File: src/rtl/sobel_window_sequencer.sv
// rtl/sobel_window_sequencer.sv - KSIZE x KSIZE sliding-window fetch/calc/write sequencer
// Walks output centres in raster order; full window refetch at row start, one new column elsewhere.
module sobel_window_sequencer #(
  parameter int                KSIZE    = 3,
  parameter int                IMG_W    = 8,
  parameter int                IMG_H    = 8,
  parameter int                ADDR_W   = 16,
  parameter logic [ADDR_W-1:0] IN_BASE  = '0,
  parameter logic [ADDR_W-1:0] OUT_BASE = 16'h8000
) (
  input  logic                     clk,
  input  logic                     n_rst,
  input  logic                     start,
  input  logic                     abort,
  output logic                     rd_req,
  output logic [ADDR_W-1:0]        rd_addr,
  input  logic                     rd_ack,
  output logic                     win_wr_en,
  output logic [$clog2(KSIZE)-1:0] win_row,
  output logic [$clog2(KSIZE)-1:0] win_col,
  output logic                     win_shift,
  output logic                     calc_start,
  input  logic                     calc_done,
  output logic                     wr_req,
  output logic [ADDR_W-1:0]        wr_addr,
  input  logic                     wr_ack,
  output logic                     busy,
  output logic                     frame_done
);

  localparam int R  = (KSIZE - 1) / 2;
  localparam int KW = $clog2(KSIZE);
  localparam int CW = $clog2((IMG_W > IMG_H) ? IMG_W : IMG_H);

  localparam logic [KW-1:0]     K_LAST = KW'(KSIZE - 1);
  localparam logic [CW-1:0]     C_MIN  = CW'(R);
  localparam logic [CW-1:0]     X_MAX  = CW'(IMG_W - 1 - R);
  localparam logic [CW-1:0]     Y_MAX  = CW'(IMG_H - 1 - R);
  localparam logic [ADDR_W-1:0] A_R    = ADDR_W'(R);
  localparam logic [ADDR_W-1:0] A_W    = ADDR_W'(IMG_W);
  localparam logic [ADDR_W-1:0] A_OW   = ADDR_W'(IMG_W - 2 * R);

  typedef enum logic [2:0] {
    S_IDLE, S_SHIFT, S_FETCH, S_CALC, S_WAIT_CALC, S_WRITE, S_ADVANCE, S_DONE
  } state_t;

  state_t            state_q, state_d;
  logic [CW-1:0]     x_q, x_d, y_q, y_d;
  logic [KW-1:0]     row_q, row_d, col_q, col_d;
  logic [ADDR_W-1:0] rd_addr_q, rd_addr_d, wr_addr_q, wr_addr_d;

  always_ff @(posedge clk or negedge n_rst) begin
    if (!n_rst) begin
      state_q   <= S_IDLE;
      x_q       <= '0;
      y_q       <= '0;
      row_q     <= '0;
      col_q     <= '0;
      rd_addr_q <= '0;
      wr_addr_q <= '0;
    end else begin
      state_q   <= state_d;
      x_q       <= x_d;
      y_q       <= y_d;
      row_q     <= row_d;
      col_q     <= col_d;
      rd_addr_q <= rd_addr_d;
      wr_addr_q <= wr_addr_d;
    end
  end

  always_comb begin
    state_d = state_q;
    x_d     = x_q;
    y_d     = y_q;
    row_d   = row_q;
    col_d   = col_q;
    if (state_q != S_IDLE && abort) begin
      state_d = S_IDLE;
      x_d     = '0;
      y_d     = '0;
      row_d   = '0;
      col_d   = '0;
    end else begin
      case (state_q)
        S_IDLE: begin
          if (start && !abort) begin
            state_d = S_FETCH;
            x_d     = C_MIN;
            y_d     = C_MIN;
            row_d   = '0;
            col_d   = '0;
          end
        end
        S_SHIFT: state_d = S_FETCH;
        S_FETCH: begin
          // Shift mode enters with col at K_LAST, so the same walk ends after one column.
          if (rd_ack) begin
            if (row_q != K_LAST) begin
              row_d = row_q + 1'b1;
            end else if (col_q != K_LAST) begin
              row_d = '0;
              col_d = col_q + 1'b1;
            end else begin
              state_d = S_CALC;
            end
          end
        end
        S_CALC:      state_d = S_WAIT_CALC;
        S_WAIT_CALC: if (calc_done) state_d = S_WRITE;
        S_WRITE:     if (wr_ack) state_d = S_ADVANCE;
        S_ADVANCE: begin
          if (x_q < X_MAX) begin
            state_d = S_SHIFT;
            x_d     = x_q + 1'b1;
            row_d   = '0;
            col_d   = K_LAST;
          end else if (y_q < Y_MAX) begin
            state_d = S_FETCH;
            x_d     = C_MIN;
            y_d     = y_q + 1'b1;
            row_d   = '0;
            col_d   = '0;
          end else begin
            state_d = S_DONE;
          end
        end
        S_DONE: begin
          state_d = S_IDLE;
          x_d     = '0;
          y_d     = '0;
          row_d   = '0;
          col_d   = '0;
        end
        default: state_d = S_IDLE;
      endcase
    end
  end

  // Addresses are derived from the next-state counters so they are registered alongside them.
  always_comb begin
    rd_addr_d = '0;
    wr_addr_d = '0;
    if (state_d != S_IDLE) begin
      rd_addr_d = IN_BASE + (ADDR_W'(y_d) + ADDR_W'(row_d) - A_R) * A_W
                + ADDR_W'(x_d) + ADDR_W'(col_d) - A_R;
      wr_addr_d = OUT_BASE + (ADDR_W'(y_d) - A_R) * A_OW + ADDR_W'(x_d) - A_R;
    end
  end

  always_comb begin
    rd_req     = (state_q == S_FETCH);
    win_wr_en  = (state_q == S_FETCH) && rd_ack && !abort;
    win_shift  = (state_q == S_SHIFT);
    calc_start = (state_q == S_CALC);
    wr_req     = (state_q == S_WRITE);
    busy       = (state_q != S_IDLE);
    frame_done = (state_q == S_DONE);
    rd_addr    = rd_addr_q;
    wr_addr    = wr_addr_q;
    win_row    = row_q;
    win_col    = col_q;
  end

endmodule
File: config.mk
export PLATFORM = sky130hd
export DESIGN_NAME = sobel_window_sequencer
export DESIGN_NICKNAME = d
export VERILOG_FILES = /design/src/rtl/sobel_window_sequencer.sv
export SDC_FILE = /design/constraint.sdc
export NUM_CORES = 1
export LEC_CHECK = 0
export CORE_UTILIZATION = 45
export DETAILED_ROUTE_END_ITERATION = 10
export GPL_TIMING_DRIVEN = 0
export PLACE_DENSITY = 0.72
export SLEW_MARGIN = 10
export SYNTH_ARGS = -nofsm -noshare
export SYNTH_HDL_FRONTEND = slang
export SYNTH_SLANG_ARGS = --single-unit
File: constraint.sdc
create_clock -name clk -period 4.3 [get_ports clk]
set_clock_uncertainty 0.15 [all_clocks]
set_input_delay 0.645 -clock clk [delete_from_list [all_inputs] [get_ports clk]]
set_output_delay 0.645 -clock clk [all_outputs]
set_load 0.005 [all_outputs]
==> summary.md <==
| Metric | Value |
|---|---|
| Largest family of logic cells by synthesized area | compound AO/OA/AOI/OAI gates |
| Power Density | 311 nW/um^2 |
| Combinational share of power | 43.0% |
| Worst Setup End Kind | flip-flop |
| Place WS | -890 ps |
| Reg2Reg Depth | 17 |
| CP Class | in -> reg |
| Post-synthesis compound-gate area fraction | 25.1% |
| # nets final | 413 |
| Largest net degree at the start of global routing | 37 |
| DR WL/cell | 15.0 um |
| Die Span X | 82.6 um |
| Status | finished, final reports clean |
| Clk Latency, worst-skew pair | 290 ps |
| Fmax achieved | 241 MHz |
| Critical-path top delay cell | fa_1 |
| Mux share of post-synthesis cell area | 0.342% |
| RR Endpoint | wr_addr[6] |
| Final Wtd Congestion | 0.905 |
| Fill cells | 572 |
| Asr flop ratio synth | 100% |
| Routed Antenna Nets | 0 |
| Clk pwr share | 21.1% |
| Synth Area in XOR/XNOR | 2.69% |
| Post-Synth Adder-Cell Area | 17.6% |
| Pint | 0.775 mW |
| Crit path setup slack, layout | 146 ps |
| Final core occ | 58.7% |
| Mean Syn Cell Area | 9.47 um^2 |
| RSZ-0062 raised after global routing | yes |
| Sw Pwr | 0.376 mW |
| Post-synth EDFFs | 0 |
| Fin crit share | 96.6% |
| Die H | 82.6 um |
| Number of global-route vias before repair | 2272 |
| CP required | 4380 ps |
| Simple-gate share of the synthesized area | 13.6% |
| Hold Crit Depth | 2 |
| VDD IR max | 0.000195 V |
| Flip-flop and latch area | 927 um^2 |
| Synthesized flop and latch total | 37 |
| Synth cell types | 59 |
| Gr ovfl total | 0 |
| Multi-input logic area | 1800 um^2 |
| Via Count | 2446 |
| Layout cells sized above 1 | 17.6% |
| Hold slack | 450 ps |
| Hold Path End | win_col[0] |
| I/O pin cnt | 50 |
| Worst R2R Setup Slack | 160 ps |
| Hold Vio Cnt, Final | 0 |
| N_diodes | 0 |
| H-tree depth | 2 |
| Num Clock Sinks | 37 |
| Syn-to-layout area delta | 26.6% |
| Max incr delay on CP | 470 ps |
| Static Leak | 1.65 nW |
| First-pass GRT wire length | 11.0 mm |
| Flop pwr share | 35.8% |
| Hold crit path type | reg -> reg |
| Critical Path AT | 4230 ps |
| DR iter-0 viols | 235 |
| Most common cell after layout, fill and taps aside | clkdlybuf4s50_1 |
| Sequential area share after synthesis | 31.7% |
| Tightest Pin Transition | 748 ps |
| Residual DRC | 0 |
| Primary FF master, synth | dfrtp_1 |
| Area of the core | 6310 um^2 |
| Max Root-Sink Buffers | 2 |
| DP HPWL | 4.96 mm |
| Initial antenna violation count | 0 |
| Slew Limit Fails | 0 |
| Yosys synthesis warning count | 0 |
| Crit-path max FO | 5 |
| FP Rows | 29 |
| Post-Route WL | 6.73 mm |
| Final setup fails | 0 |
| Post-layout min period | 4150 ps |
| Clock buffer count from CTS | 5 |
| Relative slew slack | 50.1% |
| Die area | 6830 um^2 |
| Vias per std cell | 5.47 |
| Port buffer count | 49 |
| CTS tree | built |
| Sw frac | 32.7% |
| CTS root buf | clkbuf_8 |
| Total Routing Usage GR | 21.6% |
| Max-Cap Viols | 0 |
| Mapped Area | 2930 um^2 |
| Syn_nets | 353 |
| Clock transition at the registers of the reported paths | 80 ps |
| Reg-to-reg startpoint | state_q[0] |
| Initial core utilization | 46.3% |
| Mapped Cells | 309 |
| CP cell instances | clkdlybuf4s50_1 > nor2b_2 > nand2_1 > a31oi_4 > inv_1 > ha_1 > xnor2_1 > fa_1 > inv_1 > ha_2 > and2_1 > a31oi_4 > nand2b_1 > a21oi_1 > fa_1 > a21oi_2 |
| DR pass1 iterations | 4 |
| Hold path startpoint | win_col[0] |
| Critical Path Start Type | input port |
| Most frequent cells in the layout | clkdlybuf4s50_1, dfrtp_1, inv_1, ha_1, a21oi_1 |
## Yosys cell counts (6+ instances only)
| cell type | count | share of area [%] |
|---|---|---|
| dfrtp_1 | 37 | 32 |
| ha_1 | 30 | 13 |
| inv_1 | 30 | 3.8 |
| a21oi_1 | 21 | 3.6 |
| o21ai_0 | 16 | 2.7 |
| nand2_1 | 13 | 1.7 |
| a21oi_2 | 11 | 3.3 |
| nor2_1 | 9 | 1.2 |
| a21o_1 | 8 | 2.1 |
| buf_4 | 8 | 2.1 |
| clkbuf_1 | 7 | 0.90 |
| fa_1 | 7 | 4.8 |
| nand2b_1 | 7 | 1.5 |
| xnor2_1 | 7 | 2.1 |
| a21boi_2 | 6 | 2.3 |
| nor2b_1 | 6 | 1.3 |
## worst max-delay path by stage
| stage | slack, ps | start | cells after the start | to |
|---|---|---|---|---|
| final | 150 | abort | 16 | wr_addr[6] |
| after global routing | -40 | state_q[0] | 17 | wr_addr[6] |
| after floorplan | 7 | state_q[1] | 17 | wr_addr[6] |
| after CTS | -5 | state_q[1] | 17 | wr_addr[6] |
| after detailed placement | -890 | start | 16 | wr_addr[6] |
| after global placement | -860 | start | 16 | wr_addr[6] |
## cells by family after synthesis
logic type | Yosys count
AO/OA/AOI/OAI | 101
AND/OR/NAND/NOR | 69
buffers and inverters | 55
adder cells (fa/ha/maj) | 37
flip-flops | 37
XOR/XNOR | 9
multiplexers | 1
## power by group through the flow
stage / clock network (mW) / registers, mW / logic (mW)
3_3_place_gp: 0 / 0.418 / 0.459
4_1_cts: 0.249 / 0.413 / 0.480
2_1_floorplan: 0 / 0.422 / 0.276
5_1_grt: 0.261 / 0.418 / 0.556
6_report: 0.243 / 0.412 / 0.495
3_5_place_dp: 0 / 0.419 / 0.470
## sequential cells by signal (all words and copies together) (netlist names)
register and flops:
rd_addr 11, y_q 3, win_col 2, win_row 2
wr_addr 13, state_q 3, x_q 3
## timing repair
item | CTS | global route
hold buffers | 1 | 0
pin swaps | 2 | 4
buffers inserted | 1 | 3
endpoints found under the hold margin | 1 | 0
endpoints found under the setup margin | 10 | 8
gates cloned | 0 | 0
resized for setup | 8 | 7
## final cells by class
class,count,share of cell area [%]
timing repair buffer,55,14.7
clock inverter,2,0.270
tap,77,2.60
inverter,35,3.58
multi-input combinational,217,48.5
clock buffer,6,1.96
buffer,18,3.34
sequential,37,25.0
## metrics by stage
| stage | setup TNS [ps] | power, mW | cell area, um^2 | cells |
|---|---|---|---|---|
| floorplan | 0 | 0.698 | 2930 | 309 |
| global placement | -5310 | 0.878 | 3510 | 435 |
| detailed placement | -5770 | 0.889 | 3530 | 436 |
| CTS | -5.39 | 1.14 | 3660 | 446 |
| global route | -37.2 | 1.24 | 3700 | 447 |
| finish | 0 | 1.15 | 3700 | 447 |
## metal layers
| layer | vias to the layer above | share of wire, % | GRT usage (%) |
|---|---|---|---|
| li1 | 1191 | - | - |
| met1 | 1195 | 48 | 30.3 |
| met2 | 55 | 47 | 35.2 |
| met3 | 5 | 3.8 | 2.42 |
| met4 | 0 | 0.88 | 5.69 |
| met5 | - | 0 | 0 |
## critical path: cells and delay by family
kind | cells | cell delay, ps
compound gates | 4 | 690
simple gates | 4 | 580
xor+xnor | 1 | 190
buf+inv | 3 | 650
fa+ha+maj | 4 | 1470
Power figures use the tool's default switching activity.
